### src/rtl/t05_cb_writer.sv
// Codebook writer: captures finished codewords and stores each as a header word
// plus up to four path words in SRAM, then writes a trailer with the codeword count.
module t05_cb_writer #(
    parameter logic [31:0] BASE_ADDR    = 32'h3300_0000,
    parameter int          STRIDE_BYTES = 20
) (
    input  logic         clk,
    input  logic         nrst,
    input  logic         en,
    input  logic         char_found,
    input  logic [7:0]   char_index,
    input  logic [127:0] char_path,
    input  logic [6:0]   code_len,
    input  logic         tree_done,
    input  logic         wr_ack,
    output logic         wr_req,
    output logic [31:0]  wr_addr,
    output logic [31:0]  wr_data,
    output logic         busy,
    output logic [8:0]   cw_count,
    output logic         overflow,
    output logic         done,
    output logic [2:0]   state_dbg
);

    typedef enum logic [2:0] {
        S_IDLE   = 3'd0,
        S_HDR    = 3'd1,
        S_PATH   = 3'd2,
        S_COMMIT = 3'd3,
        S_TRLR   = 3'd4,
        S_DONE   = 3'd5
    } state_t;

    localparam logic [31:0] STRIDE    = 32'(STRIDE_BYTES);
    localparam logic [31:0] TRLR_ADDR = BASE_ADDR + 32'd256 * STRIDE;

    state_t         state;
    logic           cf_q;
    logic [7:0]     idx_q;
    logic [127:0]   path_q;
    logic [6:0]     len_q;
    logic [1:0]     k_q;

    logic           rise;
    logic [7:0]     len_rnd;
    logic [2:0]     n_path;
    logic [2:0]     k_next;
    logic [31:0]    entry_addr;
    logic [31:0]    path_word;

    assign state_dbg  = 3'(state);
    assign rise       = char_found & ~cf_q;
    assign len_rnd    = {1'b0, len_q} + 8'd31;
    assign n_path     = len_rnd[7:5];
    assign k_next     = {1'b0, k_q} + 3'd1;
    assign entry_addr = BASE_ADDR + 32'(idx_q) * STRIDE;
    assign path_word  = path_q[{k_q, 5'b00000} +: 32];

    // Each write state raises wr_req while idle and retires the word on the
    // first acked cycle, so wr_req is always low for at least one cycle between words.
    always_ff @(posedge clk or negedge nrst) begin
        if (!nrst) begin
            state    <= S_IDLE;
            cf_q     <= 1'b0;
            idx_q    <= 8'h0;
            path_q   <= 128'h0;
            len_q    <= 7'h0;
            k_q      <= 2'h0;
            wr_req   <= 1'b0;
            wr_addr  <= 32'h0;
            wr_data  <= 32'h0;
            busy     <= 1'b0;
            cw_count <= 9'h0;
            overflow <= 1'b0;
            done     <= 1'b0;
        end else if (en) begin
            cf_q <= char_found;
            if (rise && state != S_IDLE && state != S_DONE)
                overflow <= 1'b1;

            case (state)
                S_IDLE: begin
                    if (rise) begin
                        idx_q  <= char_index;
                        path_q <= char_path;
                        len_q  <= code_len;
                        busy   <= 1'b1;
                        state  <= S_HDR;
                    end else if (tree_done) begin
                        busy  <= 1'b1;
                        state <= S_TRLR;
                    end
                end
                S_HDR: begin
                    if (!wr_req) begin
                        wr_req  <= 1'b1;
                        wr_addr <= entry_addr;
                        wr_data <= {1'b1, 16'h0, len_q, idx_q};
                    end else if (wr_ack) begin
                        wr_req <= 1'b0;
                        k_q    <= 2'h0;
                        state  <= (n_path != 3'd0) ? S_PATH : S_COMMIT;
                    end
                end
                S_PATH: begin
                    if (!wr_req) begin
                        wr_req  <= 1'b1;
                        wr_addr <= entry_addr + 32'd4 + {28'h0, k_q, 2'b00};
                        wr_data <= path_word;
                    end else if (wr_ack) begin
                        wr_req <= 1'b0;
                        if (k_next < n_path)
                            k_q <= k_next[1:0];
                        else
                            state <= S_COMMIT;
                    end
                end
                S_COMMIT: begin
                    if (cw_count != 9'd256)
                        cw_count <= cw_count + 9'd1;
                    busy  <= 1'b0;
                    state <= S_IDLE;
                end
                S_TRLR: begin
                    if (!wr_req) begin
                        wr_req  <= 1'b1;
                        wr_addr <= TRLR_ADDR;
                        wr_data <= {23'h0, cw_count};
                    end else if (wr_ack) begin
                        wr_req <= 1'b0;
                        busy   <= 1'b0;
                        done   <= 1'b1;
                        state  <= S_DONE;
                    end
                end
                S_DONE: begin
                end
                default: state <= S_IDLE;
            endcase
        end
    end

endmodule

### config.mk
export PLATFORM = sky130hd
export DESIGN_NAME = t05_cb_writer
export DESIGN_NICKNAME = d
export VERILOG_FILES = /design/src/rtl/t05_cb_writer.sv
export SDC_FILE = /design/constraint.sdc
export NUM_CORES = 1
export LEC_CHECK = 0
export BUFFER_PORTS_ARGS = -buffer_cell sky130_fd_sc_hd__buf_4
export CAP_MARGIN = 10
export CORE_ASPECT_RATIO = 0.75
export CORE_MARGIN = 3
export CORE_UTILIZATION = 31
export DETAILED_ROUTE_END_ITERATION = 16
export PLACE_DENSITY = 0.5
export SKIP_LAST_GASP = 1
export SLEW_MARGIN = 20
export SYNTH_ARGS = -nofsm -noshare
export SYNTH_HDL_FRONTEND = slang
export SYNTH_SLANG_ARGS = --single-unit
### constraint.sdc
create_clock -name clk -period 3.3 [get_ports clk]
set_input_delay 0.33 -clock clk [delete_from_list [all_inputs] [get_ports clk]]
set_output_delay 0.33 -clock clk [all_outputs]
set_load 0.1 [all_outputs]
==> flow_metrics.env, run 1 <==
export IMPL_fin_nets=1127
export IMPL_clkPwrFrac=0.195
export IMPL_wl_per_cell_um=18.6
export IMPL_skew_ns=0.0103
export IMPL_power_switching_mw=5.42
export IMPL_final_hold_worst_slack_ns=0.0360
export IMPL_via_per_inst=4.72
export IMPL_critPathLaunchType="register"
export IMPL_fmax_ghz=0.357
export IMPL_p_seq_frac=0.339
export IMPL_postCtsSetupBuffers=0
export IMPL_layout_drive_gt1_share=0.457
export IMPL_cp_max_fo=4
export IMPL_firstDrtPassIters=4
export IMPL_drc=0
export IMPL_synth_seq_area_share=0.534
export IMPL_ioPinCount=229
export IMPL_setup_viol=0
export IMPL_leakagePower_nw=5.64
export IMPL_worstMarginPinSlew_ns=0.804
export IMPL_layoutNonFillerInstCount=1369
export IMPL_worstPathRequired_ns=3.74
export IMPL_endpoint_kind="register"
export IMPL_drt_wl_total_um=25500
export IMPL_status="finished, final reports clean"
export IMPL_clk_insertion_delay_late_ns=0.52
export IMPL_post_dp_hpwl_um=18100
export IMPL_cts_max_path_buffers=3
export IMPL_place_inst=1328
export IMPL_yosysWarnings=0
export IMPL_fin_setup_tns_ns=0
export IMPL_start_util=0.318
export IMPL_fin_util=0.407
export IMPL_synth_avg_cell_area_sq_um=12.9
export IMPL_core_area_sq_um=30500
export IMPL_dpl_cell_area_sq_um=11700
export IMPL_grt_max_degree=98
export IMPL_arrival_ns=3.24
export IMPL_dieArea_sq_um=33400
export IMPL_synth_edf_count=0
export IMPL_power_frac_comb=0.466
export IMPL_synth_cells=751
export IMPL_multi_input_area_sq_um=4200
export IMPL_ys_types=54
export IMPL_rsz0062_at_grt="false"
export IMPL_peakVddDrop_v=0.000469
export IMPL_grtUsageTotal=0.152
export IMPL_synth_main_ff_cell="dfrtp_1"
export IMPL_period_needed_ns=2.80
export IMPL_grt_pass1_wl_um=40200
export IMPL_antenna_left=0
export IMPL_finalCritPeriodShare=0.849
export IMPL_cts_buffers=23
export IMPL_design_power_total_mw=12.9
export IMPL_async_flop_share=1.00
export IMPL_yosys_register_bits=207
export IMPL_fillers=2949
export IMPL_post_place_ws_ns=0.530
export IMPL_io_buffers=212
export IMPL_cts_root_buf="clkbuf_16"
export IMPL_drt_initial_drc_count=214
export IMPL_die_y_um=159
export IMPL_maxCapViolations=0
export IMPL_cts_sinks=207
export IMPL_fp_dieW_um=210
export IMPL_swShare=0.422
export IMPL_num_rows=55
export IMPL_hold_viol_final=0
export IMPL_seqCellArea_sq_um=5180
export IMPL_postLayoutSetupSlackWorst_ns=0.499
export IMPL_grt_overflow_total=0
export IMPL_htreeDepth=1
export IMPL_synth_area_sq_um=9690
export IMPL_antenna_found_initial=2
export IMPL_clkTransAtPathRegs_ns=0.06
export IMPL_vias=6455
export IMPL_path_class="reg -> reg"
export IMPL_postLayoutCellArea_sq_um=12400
export IMPL_hold_class="in -> reg"
export IMPL_grt_pass1_vias=6691
export IMPL_power_density_nw_per_um2=1030
export IMPL_relSlewSlack=0.464
export IMPL_area_delta_synth_final_pct=28.2
export IMPL_tritoncts="done"
export IMPL_internal_power_mw=7.43
export IMPL_n_antenna_cell=0
export IMPL_slew_violations=0
export IMPL_globalplace_congestion=0.777
==> worst max-delay path: stages, from the launching register on <==
cell	delay, ns
dfrtp_1	0.42
ha_1	0.31
ha_1	0.22
fa_1	0.41
a211o_1	0.33
o21ai_0	0.10
xor2_1	0.14
or3_1	0.33
or3_1	0.31
a31oi_1	0.16
==> placed cells by master, fill, tap and decap left out, drive strengths merged, types with 14 or more instances in the layout <==
cell type  netlist  final
o21ai           40     40
mux2           146    146
dfrtp          207    207
conb             1     16
mux4            32     32
buf             33    227
nor2            30     30
ha              21     21
clkbuf          31     37
inv             13     14
a22oi           16     16
nand2           72     72
==> timing repair <==
| action | in CTS | in global routing |
|---|---|---|
| resized for setup | 0 | 0 |
| hold endpoints to repair | 93 | 0 |
| hold buffers | 1 | 0 |
==> cell families (layout without fill, tap and decap cells) <==
kind of cell,count (synthesis),count (layout),share of synthesized area
buffers and inverters,77,281,0.0401
XOR/XNOR,18,18,0.0163
AO/OA/AOI/OAI,99,99,0.0627
adder cells (fa/ha/maj),24,24,0.0323
flip-flops,207,207,0.534
multiplexers,179,179,0.245
AND/OR/NAND/NOR,146,146,0.0687
other,1,16,0.000387
==> sequential cells by signal (all words and copies together), names as in the netlist, 2 cells and up <==
register   count
path_q       128
state_dbg      3
len_q          7
wr_data       32
cw_count       9
wr_addr       13
idx_q          8
k_q            2
==> power by group through the flow <==
| stage | clock (mW) | sequential (mW) | combinational, mW |
|---|---|---|---|
| global placement | 0 | 4.38 | 6.02 |
| detailed placement | 0 | 4.42 | 6.05 |
| finish | 2.51 | 4.36 | 5.98 |
| global route | 2.72 | 4.53 | 6.48 |
| floorplan | 0 | 5.80 | 3.13 |
| CTS | 2.61 | 4.38 | 6.08 |
==> final cells by class <==
class,count,share of cell area
Sequential cell,207,0.417
Clock buffer,37,0.0538
Inverter,13,0.00393
Tap cell,399,0.0402
Clock inverter,3,0.00443
Timing Repair Buffer,228,0.143
Multi-Input combinational cell,482,0.338
==> cell usage after synthesis (12+ instances only) <==
| cell | count | share of area |
|---|---|---|
| o21ai_0 | 39 | 0.020 |
| nor2_1 | 30 | 0.012 |
| dfrtp_1 | 207 | 0.53 |
| buf_4 | 19 | 0.015 |
| clkbuf_1 | 31 | 0.012 |
| a31oi_1 | 13 | 0.0084 |
| a21oi_1 | 12 | 0.0062 |
| ha_1 | 21 | 0.027 |
| inv_1 | 13 | 0.0050 |
| nand2_1 | 72 | 0.028 |
| mux4_2 | 32 | 0.074 |
| mux2_2 | 146 | 0.17 |
| a22oi_1 | 16 | 0.012 |
==> metal layers <==
layer  vias to the layer above  GRT usage  routed length (um)
met5                         -          0                  27
met4                         4     0.0288                 439
met3                        28     0.0376                1620
met2                       158      0.225               11000
met1                      3187      0.226               12400
li1                       3078          -                   -
==> worst paths after layout <==
check                               from     endpoint  slack (ns)  depth (start not counted)
min in group asynchronous           nrst  wr_addr[12]        0.44                          2
max reg2reg                     idx_q[3]  wr_addr[11]        0.50                          9
min                        char_path[76]   path_q[76]        0.04                          2
max in group asynchronous           nrst  cw_count[2]        1.99                          3
min reg2reg                         done         done        0.47                          1
max                             idx_q[3]  wr_addr[11]        0.50                          9
Note: power is estimated with default switching activity, not from simulation.
==> run 2: changes to the inputs <==
Clock period 3.3 ns to 2.3 ns, I/O delays scaled along.
==> flow_metrics.env, run 2 (synthesized netlist as in run 1, its figures left out) <==
export IMPL_arrival_ns=3.05
export IMPL_post_dp_hpwl_um=18300
export IMPL_maxCapViolations=0
export IMPL_worstPathRequired_ns=2.75
export IMPL_firstDrtPassIters=6
export IMPL_design_power_total_mw=20.0
export IMPL_endpoint_kind="register"
export IMPL_critPathMaxStageDelay_ns=0.56
export IMPL_final_cell_mix="258 x buf_4, 202 x dfrtp_1, 146 x dlygate4sd3_1"
export IMPL_io_buffers=212
export IMPL_leakagePower_nw=6.49
export IMPL_fillers=2831
export IMPL_ioPinCount=229
export IMPL_cts_sinks=207
export IMPL_n_antenna_cell=0
export IMPL_critPathBufInv=0
export IMPL_cts_root_buf="clkbuf_16"
export IMPL_via_per_inst=4.65
export IMPL_setup_viol=7
export IMPL_cpLargestDelayFamily="adder cells"
export IMPL_cp_slowest_cell="fa_2"
export IMPL_vias=7244
export IMPL_hold_viol_final=0
export IMPL_regMostFlops="path_q"
export IMPL_clkTransAtPathRegs_ns=0.06
export IMPL_timing_critical_path_mode_cell="or3_1"
export IMPL_drt_wl_total_um=27200
export IMPL_worstMarginPinSlew_ns=0.555
export IMPL_grt_max_degree=86
export IMPL_fin_nets=1315
export IMPL_core_area_sq_um=30500
export IMPL_grtUsageTotal=0.162
export IMPL_reg2reg_slack_ns=-0.30
export IMPL_largest_reg_flops=128
export IMPL_drc=0
export IMPL_peakVddDrop_v=0.000721
export IMPL_grt_pass1_vias=7461
export IMPL_num_rows=55
export IMPL_htreeDepth=1
export IMPL_grt_pass1_wl_um=43300
export IMPL_finalCritPeriodShare=1.13
export IMPL_slew_violations=0
export IMPL_rsz0062_at_grt="true"
export IMPL_path_class="reg -> reg"
export IMPL_hold_class="in -> reg"
export IMPL_postLayoutCellArea_sq_um=14400
export IMPL_critPathLaunchType="register"
export IMPL_cts_max_path_buffers=3
export IMPL_fin_util=0.471
export IMPL_relSlewSlack=0.630
export IMPL_reg_top3="path_q: 128 flops, wr_data: 32 flops, wr_addr: 13 flops"
export IMPL_period_needed_ns=2.60
export IMPL_antenna_found_initial=2
export IMPL_antenna_left=0
export IMPL_postLayoutSetupSlackWorst_ns=-0.305
export IMPL_crit_chain="ha_1, ha_2, fa_2, nand2_2, nor3_4, nand2_1, or3_1, or3_1, a31oi_1"
export IMPL_globalplace_congestion=0.772
export IMPL_layout_drive_gt1_share=0.437
export IMPL_final_common_cell="buf_4"
export IMPL_wl_per_cell_um=17.5
export IMPL_drt_initial_drc_count=295
export IMPL_power_density_nw_per_um2=1390
export IMPL_fp_dieW_um=210
export IMPL_die_y_um=159
export IMPL_dpl_cell_area_sq_um=12000
export IMPL_dieArea_sq_um=33400
export IMPL_skew_ns=0.0139
export IMPL_area_delta_synth_final_pct=48.3
export IMPL_status="complete, but fails checks"
export IMPL_cts_buffers=24
export IMPL_tritoncts="done"
export IMPL_grt_overflow_total=0
export IMPL_violations="setup timing"
export IMPL_fmax_ghz=0.384
export IMPL_start_util=0.318
export IMPL_clk_insertion_delay_late_ns=0.53
export IMPL_cp_max_fo=2
[run 2: cell types whose count changed in the layout (fill, tap and decap cells not counted), sizes merged]
cell	change
clkinvlp	+2
bufinv	+2
buf	+42
clkbuf	-3
clkinv	+1
inv	-1
dlygate4sd3	+145
[run 2: stage by stage]
| stage | hold WS (ns) | setup WS (ns) | TNS, ns | cells |
|---|---|---|---|---|
| finish | 0.0588 | -0.305 | -0.991 | 1557 |
| global route | 0.0509 | -0.418 | -2.04 | 1557 |
| CTS | 0.0252 | -0.313 | -1.00 | 1556 |
| detailed placement | 0.107 | -0.306 | -1.21 | 1362 |
| global placement | 0.111 | -0.307 | -1.05 | 1362 |
| floorplan | -0.0656 | -0.272 | -0.338 | 766 |
[run 2: worst reg2reg max path: cells and delay by family, from the launching register on]
family | cells | cell delay, ns
AO/OA/AOI/OAI | 1 | 0.16
adder cells (fa/ha/maj) | 3 | 1.04
flip-flops | 1 | 0.38
AND/OR/NAND/NOR | 5 | 0.95
[run 2: final timing paths]
| path | startpoint | end | cells past startpoint |
|---|---|---|---|
| setup / recovery | idx_q[1] | wr_addr[11] | 9 |
| min in group asynchronous | nrst | path_q[20] | 2 |
| max in group asynchronous | nrst | wr_addr[7] | 3 |
| setup reg to reg | idx_q[1] | wr_addr[11] | 9 |
| hold / removal | tree_done | busy | 3 |
| hold reg to reg | done | done | 1 |
[run 2: report_power, final]
part,leakage (nW),switching (mW),internal [mW]
Sequential,2.55,0.898,5.26
Clock,0.367,1.56,2.30
Combinational,3.57,5.75,4.20
[run 2: repair_timing]
item                                    4_1_cts  5_1_grt
hold buffers                                146        0
gates resized for setup                      13        8
endpoints found under the hold margin       353        0
endpoints found under the setup margin        8       17
buffers inserted                              8        2
pin swaps                                    19       11
[run 2: metal layers]
| layer | part of all wire | vias up | track usage | wire (um) |
|---|---|---|---|---|
| met5 | 0.00099 | - | 0 | 27 |
| met4 | 0.019 | 4 | 0.0312 | 510 |
| met3 | 0.049 | 37 | 0.0325 | 1340 |
| met2 | 0.45 | 150 | 0.247 | 12300 |
| met1 | 0.48 | 3598 | 0.241 | 13000 |
| li1 | - | 3455 | - | - |
[run 2: area by class of cell]
| class | count | area [sq um] | area share |
|---|---|---|---|
| tap | 399 | 499 | 0.0347 |
| sequential | 207 | 5190 | 0.361 |
| clock inverter | 7 | 126 | 0.00879 |
| clock buffer | 34 | 648 | 0.0451 |
| timing repair buffer | 415 | 3590 | 0.250 |
| multi-input combinational | 482 | 4280 | 0.298 |
| inverter | 13 | 48.8 | 0.00340 |
==> run 3: changes to the inputs <==
Settings changed: RECOVER_POWER from default to 25.
==> flow_metrics.env, run 3 (synthesized netlist as in run 1, its figures left out) <==
export IMPL_status="complete, but fails checks"
export IMPL_violations="capacitance limit, slew limit, setup timing"
export IMPL_antenna_found_initial=2
export IMPL_arrival_ns=3.06
export IMPL_drt_wl_total_um=27200
export IMPL_cts_max_path_buffers=3
export IMPL_clkTransAtPathRegs_ns=0.06
export IMPL_cpLargestDelayFamily="adder cells"
export IMPL_worstMarginPinSlew_ns=1.77
export IMPL_final_hold_worst_slack_ns=0.0593
export IMPL_num_rows=55
export IMPL_fin_util=0.471
export IMPL_area_delta_synth_final_pct=48.0
export IMPL_setup_viol=7
export IMPL_ioPinCount=229
export IMPL_design_power_total_mw=20.0
export IMPL_fin_nets=1315
export IMPL_htreeDepth=1
export IMPL_peakVddDrop_v=0.000722
export IMPL_globalplace_congestion=0.772
export IMPL_grt_pass1_wl_um=43300
export IMPL_drc=0
export IMPL_critPathLaunchType="register"
export IMPL_skew_ns=0.0143
export IMPL_worstPathRequired_ns=2.75
export IMPL_critPathMaxStageDelay_ns=0.56
export IMPL_wl_per_cell_um=17.4
export IMPL_regMostFlops="path_q"
export IMPL_maxCapViolations=1
export IMPL_reg_top3="path_q: 128 flops, wr_data: 32 flops, wr_addr: 13 flops"
export IMPL_critPathBufInv=0
export IMPL_cts_root_buf="clkbuf_16"
export IMPL_endpoint_kind="register"
export IMPL_final_common_cell="buf_4"
export IMPL_firstDrtPassIters=5
export IMPL_finalCritPeriodShare=1.13
export IMPL_fmax_ghz=0.383
export IMPL_grt_overflow_total=0
export IMPL_via_per_inst=4.67
export IMPL_leakagePower_nw=6.47
export IMPL_path_class="reg -> reg"
export IMPL_grt_max_degree=86
export IMPL_postLayoutSetupSlackWorst_ns=-0.308
export IMPL_relSlewSlack=-0.177
export IMPL_fin_setup_tns_ns=-0.993
export IMPL_fp_dieW_um=210
export IMPL_slew_violations=30
export IMPL_drt_initial_drc_count=288
export IMPL_io_buffers=212
export IMPL_cts_sinks=207
export IMPL_crit_chain="ha_1, ha_2, fa_2, nand2_2, nor3_4, nand2_1, or3_1, or3_1, a31oi_1"
export IMPL_hold_class="in -> reg"
export IMPL_cp_slowest_cell="fa_2"
export IMPL_reg2reg_slack_ns=-0.31
export IMPL_core_area_sq_um=30500
export IMPL_grt_pass1_vias=7461
export IMPL_final_cell_mix="258 x buf_4, 202 x dfrtp_1, 146 x dlygate4sd3_1"
export IMPL_power_density_nw_per_um2=1390
export IMPL_layout_drive_gt1_share=0.436
export IMPL_clk_insertion_delay_late_ns=0.53
export IMPL_cts_buffers=24
export IMPL_grtUsageTotal=0.162
export IMPL_start_util=0.318
export IMPL_vias=7267
export IMPL_post_dp_hpwl_um=18300
export IMPL_die_y_um=159
export IMPL_antenna_left=0
export IMPL_tritoncts="done"
export IMPL_dieArea_sq_um=33400
export IMPL_hold_viol_final=0
export IMPL_period_needed_ns=2.61
export IMPL_post_place_ws_ns=-0.306
export IMPL_timing_critical_path_mode_cell="or3_1"
export IMPL_n_antenna_cell=0
export IMPL_cp_max_fo=2
export IMPL_largest_reg_flops=128
export IMPL_rsz0062_at_grt="true"
run 3: what timing repair did:
item,4_1_cts,5_1_grt
endpoints found under the hold margin,353,0
gates resized for setup,13,8
endpoints found under the setup margin,8,17
pin swaps,19,11
hold buffers,146,0
buffers inserted,8,2
run 3: power breakdown:
part	switching (mW)	total, mW	leakage [nW]	internal (mW)
clock	1.56	3.86	0.367	2.30
sequential	0.900	6.16	2.55	5.26
combinational	5.75	9.94	3.56	4.19
total	8.21	20.0	6.47	11.7
run 3: worst register-to-register path, delay by kind of cell, from the launching register on:
family | cells | cell delay (ns)
AOI/OAI and AO/OA | 1 | 0.16
adders and majority gates | 3 | 1.04
DFF | 1 | 0.38
and+or+nand+nor | 5 | 0.95
run 3: path summary, 6_finish.rpt:
| path | cells past startpoint | endpoint | startpoint |
|---|---|---|---|
| worst min register to register | 1 | done | done |
| worst max-delay path | 9 | wr_addr[11] | idx_q[1] |
| min in group asynchronous | 2 | path_q[116] | nrst |
| worst min-delay path | 3 | busy | tree_done |
| worst max register to register | 9 | wr_addr[11] | idx_q[1] |
| max in group asynchronous | 3 | state_dbg[2] | nrst |
run 3: metrics by stage:
stage / std cells / cell area (sq um)
finish: 1557 / 14300
global route: 1557 / 14300
CTS: 1556 / 14300
detailed placement: 1362 / 12000
global placement: 1362 / 12000
floorplan: 766 / 9780
run 3: layout make-up:
type,count,area (sq um)
Inverter,13,48.8
Timing Repair Buffer,415,3560
Sequential cell,207,5190
Clock inverter,7,126
Tap cell,399,499
Fill cell,2838,16100
Multi-Input combinational cell,482,4280
Clock buffer,34,648
run 3: layer usage:
layer | GRT usage | share of wire | vias to the layer above
li1 | - | - | 3458
met1 | 0.241 | 0.48 | 3602
met2 | 0.247 | 0.45 | 166
met3 | 0.0325 | 0.050 | 37
met4 | 0.0312 | 0.019 | 4
met5 | 0 | 0.00099 | -
